File: config.mk
export PLATFORM = sky130hd
export DESIGN_NAME = dmem_arbiter
export DESIGN_NICKNAME = d
export VERILOG_FILES = /design/src/rtl/dmem_arbiter.sv
export SDC_FILE = /design/constraint.sdc
export NUM_CORES = 1
export LEC_CHECK = 0
export ABC_CLOCK_PERIOD_IN_PS = 2400
export CORE_UTILIZATION = 47
export CTS_BUF_LIST = sky130_fd_sc_hd__clkbuf_16
export DETAILED_ROUTE_END_ITERATION = 16
export HOLD_SLACK_MARGIN = 0.15
export PLACE_DENSITY = 0.85
export SETUP_SLACK_MARGIN = 0.4
export SYNTH_ARGS = -nofsm -noshare
export SYNTH_HDL_FRONTEND = slang
export SYNTH_SLANG_ARGS = --single-unit
File: constraint.sdc
create_clock -name clk -period 2.4 [get_ports clk]
set_input_delay 0.48 -clock clk [delete_from_list [all_inputs] [get_ports clk]]
set_output_delay 0.48 -clock clk [all_outputs]
set_load 0.01 [all_outputs]
File: src/rtl/dmem_arbiter.sv
// dmem_arbiter: two-port arbiter/sequencer in front of a byte-addressed data memory.
// Port 0 is the CPU load/store unit, port 1 a debug/DMA master. One request is
// granted at a time. Each grant runs IDLE -> ACCESS -> RESP and performs at most
// one memory access. The result comes back as a registered ack pulse.
`timescale 1ns/1ps

module dmem_arbiter #(
    parameter int unsigned ADDR_W        = 9,
    parameter int unsigned DATA_W        = 32,
    parameter int unsigned PRIORITY_MODE = 0
) (
    input  logic              clk,
    input  logic              rst,

    input  logic              req0,
    input  logic              we0,
    input  logic [2:0]        op0,
    input  logic [ADDR_W-1:0] addr0,
    input  logic [DATA_W-1:0] wdata0,
    output logic              ack0,
    output logic              err0,
    output logic [DATA_W-1:0] rdata0,

    input  logic              req1,
    input  logic              we1,
    input  logic [2:0]        op1,
    input  logic [ADDR_W-1:0] addr1,
    input  logic [DATA_W-1:0] wdata1,
    output logic              ack1,
    output logic              err1,
    output logic [DATA_W-1:0] rdata1,

    output logic              busy,

    output logic              memwrite,
    output logic              memread,
    output logic [2:0]        memop,
    output logic [ADDR_W-1:0] memaddr,
    output logic [DATA_W-1:0] memdatain,
    input  logic [DATA_W-1:0] memdataout
);

    // Memory opcode encodings
    localparam logic [2:0] OP_B  = 3'b000;
    localparam logic [2:0] OP_H  = 3'b001;
    localparam logic [2:0] OP_W  = 3'b010;
    localparam logic [2:0] OP_BU = 3'b100;
    localparam logic [2:0] OP_HU = 3'b101;

    // Round-robin arbitration is selected when PRIORITY_MODE is 0
    localparam bit ROUND_ROBIN = (PRIORITY_MODE == 0);

    typedef enum logic [1:0] {
        IDLE   = 2'd0,
        ACCESS = 2'd1,
        RESP   = 2'd2
    } state_t;

    state_t              state;

    // Latched request of the current grant
    logic                lat_id;
    logic                lat_we;
    logic [2:0]          lat_op;
    logic [ADDR_W-1:0]   lat_addr;
    logic [DATA_W-1:0]   lat_wdata;

    // Port granted most recently while both ports were contending
    logic                last_grant;

    // Arbitration result for the current cycle
    logic                grant_id;
    logic                any_req;

    // Legality of the latched request
    logic                illegal;
    logic                load_ok;

    // Pick the winning port among the active requests
    always_comb begin
        any_req  = req0 | req1;
        grant_id = 1'b0;
        if (req0 && req1) begin
            grant_id = ROUND_ROBIN ? ~last_grant : 1'b0;
        end else if (req1) begin
            grant_id = 1'b1;
        end
    end

    // Classify the latched request: reserved ops, misalignment, unsigned stores
    always_comb begin
        illegal = 1'b0;
        case (lat_op)
            OP_B, OP_BU: illegal = 1'b0;
            OP_H, OP_HU: illegal = lat_addr[0];
            OP_W:        illegal = |lat_addr[1:0];
            default:     illegal = 1'b1;
        endcase
        if (lat_we && ((lat_op == OP_BU) || (lat_op == OP_HU))) begin
            illegal = 1'b1;
        end
        load_ok = ~lat_we & ~illegal;
    end

    // Memory strobes exist only in ACCESS; a reset in that cycle kills the write
    always_comb begin
        memwrite = 1'b0;
        memread  = 1'b0;
        if (state == ACCESS && !illegal) begin
            memwrite = lat_we & ~rst;
            memread  = ~lat_we;
        end
    end

    // Address, op and write data always reflect the latched request
    assign memop     = lat_op;
    assign memaddr   = lat_addr;
    assign memdatain = lat_wdata;
    assign busy      = (state != IDLE);

    // Sequencer: latch a grant, perform the access, then return the response
    always_ff @(posedge clk) begin
        if (rst) begin
            state      <= IDLE;
            lat_id     <= 1'b0;
            lat_we     <= 1'b0;
            lat_op     <= 3'b000;
            lat_addr   <= '0;
            lat_wdata  <= '0;
            last_grant <= 1'b1;
            ack0       <= 1'b0;
            ack1       <= 1'b0;
            err0       <= 1'b0;
            err1       <= 1'b0;
            rdata0     <= '0;
            rdata1     <= '0;
        end else begin
            case (state)
                IDLE: begin
                    if (any_req) begin
                        lat_id <= grant_id;
                        if (grant_id) begin
                            lat_we    <= we1;
                            lat_op    <= op1;
                            lat_addr  <= addr1;
                            lat_wdata <= wdata1;
                        end else begin
                            lat_we    <= we0;
                            lat_op    <= op0;
                            lat_addr  <= addr0;
                            lat_wdata <= wdata0;
                        end
                        if (ROUND_ROBIN && req0 && req1) begin
                            last_grant <= grant_id;
                        end
                        state <= ACCESS;
                    end
                end

                ACCESS: begin
                    if (lat_id) begin
                        ack1   <= 1'b1;
                        err1   <= illegal;
                        rdata1 <= load_ok ? memdataout : '0;
                    end else begin
                        ack0   <= 1'b1;
                        err0   <= illegal;
                        rdata0 <= load_ok ? memdataout : '0;
                    end
                    state <= RESP;
                end

                RESP: begin
                    ack0   <= 1'b0;
                    ack1   <= 1'b0;
                    err0   <= 1'b0;
                    err1   <= 1'b0;
                    rdata0 <= '0;
                    rdata1 <= '0;
                    state  <= IDLE;
                end

                default: begin
                    state <= IDLE;
                end
            endcase
        end
    end

endmodule

==> impl_metrics.env <==
export IMPL_synthArstFlopShare=0
export IMPL_max_freq_mhz=518
export IMPL_r2r_cells=5
export IMPL_slew_viol_final=0
export IMPL_end_kind="output pin"
export IMPL_crit_arrival_ps=1450
export IMPL_ys_seq_area_frac=0.401
export IMPL_cts_sinks=117
export IMPL_synthTopCellsByArea="dfxtp_1 (40%), a21oi_1 (9.8%), o211ai_1 (8.2%), a311oi_1 (6.9%), nand2_1 (6.2%)"
export IMPL_antenna_found_initial=0
export IMPL_whs_path_depth=2
export IMPL_ys_warn_count=0
export IMPL_clock_skew_ps=12.7
export IMPL_initial_core_util=0.485
export IMPL_synth_edf_count=0
export IMPL_vias_per_cell=6.03
export IMPL_worstMarginPinSlew_ps=853
export IMPL_io_buffers=240
export IMPL_grt_overflow=0
export IMPL_worst_slack_ps=471
export IMPL_leakage_uw=0.00309
export IMPL_post_route_min_period_ps=1930
export IMPL_die_y_um=114
export IMPL_netlist_area_um2=5850
export IMPL_avgSynthCellArea_um2=8.47
export IMPL_drc=0
export IMPL_min_to="state[1]"
export IMPL_grt_max_degree=81
export IMPL_antenna_left=0
export IMPL_die_area_um2=12900
export IMPL_ir_worst_vdd_mv=0.392
export IMPL_timing_rr_start="state[0]"
export IMPL_cts_buffers=17
export IMPL_final_core_util=0.724
export IMPL_diodes=0
export IMPL_synth_area_leader_cell="dfxtp_1"
export IMPL_final_common_cell="clkdlybuf4s50_1"
export IMPL_cts_clk_slew_worst_paths_ps=50
export IMPL_num_vias=6374
export IMPL_cts_tree="done"
export IMPL_fin_setup_tns_ps=0
export IMPL_wirelength_um=19300
export IMPL_die_w_um=114
export IMPL_first_pass_iters=4
export IMPL_maxCapViolCount=0
export IMPL_io_pins=241
export IMPL_worstPathRequired_ps=1920
export IMPL_status="finished clean"
export IMPL_r2r_end="err0"
export IMPL_post_route_period_util=0.804
export IMPL_postCtsSetupBuffers=0
export IMPL_place_inst=1024
export IMPL_final_cell_mix="clkdlybuf4s50_1 (236), a21oi_1 (114), dfxtp_1 (110)"
export IMPL_drtIter0Drc=593
export IMPL_gp_routability_congestion=0.813
export IMPL_cts_max_level=4
export IMPL_clock_latency_ps=410
export IMPL_syn2layout_area_growth_pct=49.4
export IMPL_synth_ff_type="dfxtp_1"
export IMPL_worstSetupStartpointType="register"
export IMPL_track_usage=0.293
export IMPL_syn_nets=816
export IMPL_cp_max_fo=25
export IMPL_ys_ff_latch=117
export IMPL_hold_path_startpoint="rst"
export IMPL_power_density_nw_per_um2=686
export IMPL_drive_gt1_frac=0.0765
export IMPL_synth_cell_type_count=37
export IMPL_setup_viol=0
export IMPL_slew_headroom=0.431
export IMPL_rsz0062_at_grt="yes"
export IMPL_cts_hold_buf=0
export IMPL_row_count=40
export IMPL_fin_nets=1002
export IMPL_yosysTopAreaCellShare=0.401
export IMPL_fillCellCount=905
export IMPL_dp_hpwl_um=12300
export IMPL_netlist_instances=690
export IMPL_clockBufferDepth=2
export IMPL_path_class="reg2out"
export IMPL_hold_viol=0
export IMPL_ctsRootBufferMaster="clkbuf_16"
export IMPL_core_area_um2=12100
export IMPL_stdcell_count=1057
export IMPL_hold_class="in2reg"
export IMPL_wl_per_cell_um=18.2
export IMPL_grt_first_pass_wirelength_um=30300
export IMPL_ff2ff_setup_slack_ps=500
export IMPL_grt_pass1_vias=6074
export IMPL_place_ws_ps=15.8
-- per-layer routing --
metal | vias up | GRT usage | part of all wire
met5 | - | 0 | 0
met4 | 0 | 0.122 | 0.024
met3 | 38 | 0.0930 | 0.088
met2 | 328 | 0.476 | 0.49
met1 | 3021 | 0.357 | 0.40
li1 | 2987 | - | -
-- where the power goes --
| group | switching, uW | total [uW] | internal, uW |
|---|---|---|---|
| sequential | 105 | 2190 | 2090 |
| clock | 882 | 2480 | 1600 |
| combinational | 695 | 1320 | 626 |
| total | 1680 | 5990 | 4310 |
-- timing repair --
action                     in CTS  in global routing
cloned                          0                  1
gates resized for setup        14                  4
setup endpoints to repair       7                 46
pin swaps                       0                  1
-- layout make-up --
class                   count  area (um^2)  area share
flip-flops and latches    117         2350       0.269
multi-input cells         478         3030       0.347
inverters                   2         7.51    0.000860
clock buffers              17          425      0.0487
well taps                 168          210      0.0241
clock inverters            15          149      0.0170
repair buffers            260         2560       0.293
-- sequential cells by signal, summed over array words and instances, names as in the netlist --
| register | cells |
|---|---|
| rdata1 | 32 |
| err1 | 1 |
| last_grant | 1 |
| ack0 | 1 |
| ack1 | 1 |
| lat_id | 1 |
| err0 | 1 |
| memaddr | 9 |
| memdatain | 32 |
| state | 2 |
| memop | 3 |
| rdata0 | 32 |
| lat_we | 1 |
-- kinds of logic after synthesis --
group / Yosys count / synth area share
flops: 117 / 0.401
compound gates: 237 / 0.267
simple gates: 240 / 0.246
buf+inv: 96 / 0.0865
-- critical path: stages (launching register included) --
cell	delay [ps]
dfxtp_2	340
buf_6	210
nor2_4	60
inv_2	120
dlygate4sd2_1	310
-- per-stage QoR --
stage | power (uW) | area [um^2] | hold WS, ps
after floorplan | 2930 | 5850 | 488
after global placement | 3480 | 8140 | 457
after detailed placement | 3520 | 8140 | 458
after CTS | 6000 | 8730 | 258
after global routing | 6230 | 8730 | 256
final | 5990 | 8730 | 269
-- worst max path at each step --
stage,depth (start not counted),start,end,slack [ps]
floorplan,5,memop[2],memread,650
global placement,4,req1,memdatain[15],140
detailed placement,4,req1,memdatain[8],20
CTS,4,memop[2],memread,290
global route,4,memop[2],memread,350
finish,4,state[1],busy,470
-- cell usage after synthesis, drive strengths merged (2+ instances only) --
| library cell | n |
|---|---|
| a21oi | 115 |
| a311oi | 46 |
| and4b | 33 |
| buf | 52 |
| clkbuf | 42 |
| dfxtp | 117 |
| inv | 2 |
| nand2 | 96 |
| nand2b | 2 |
| nand3 | 64 |
| nor2 | 6 |
| nor4bb | 32 |
| o211ai | 64 |
| o21ai | 2 |
(Power assumes the default switching activity.)
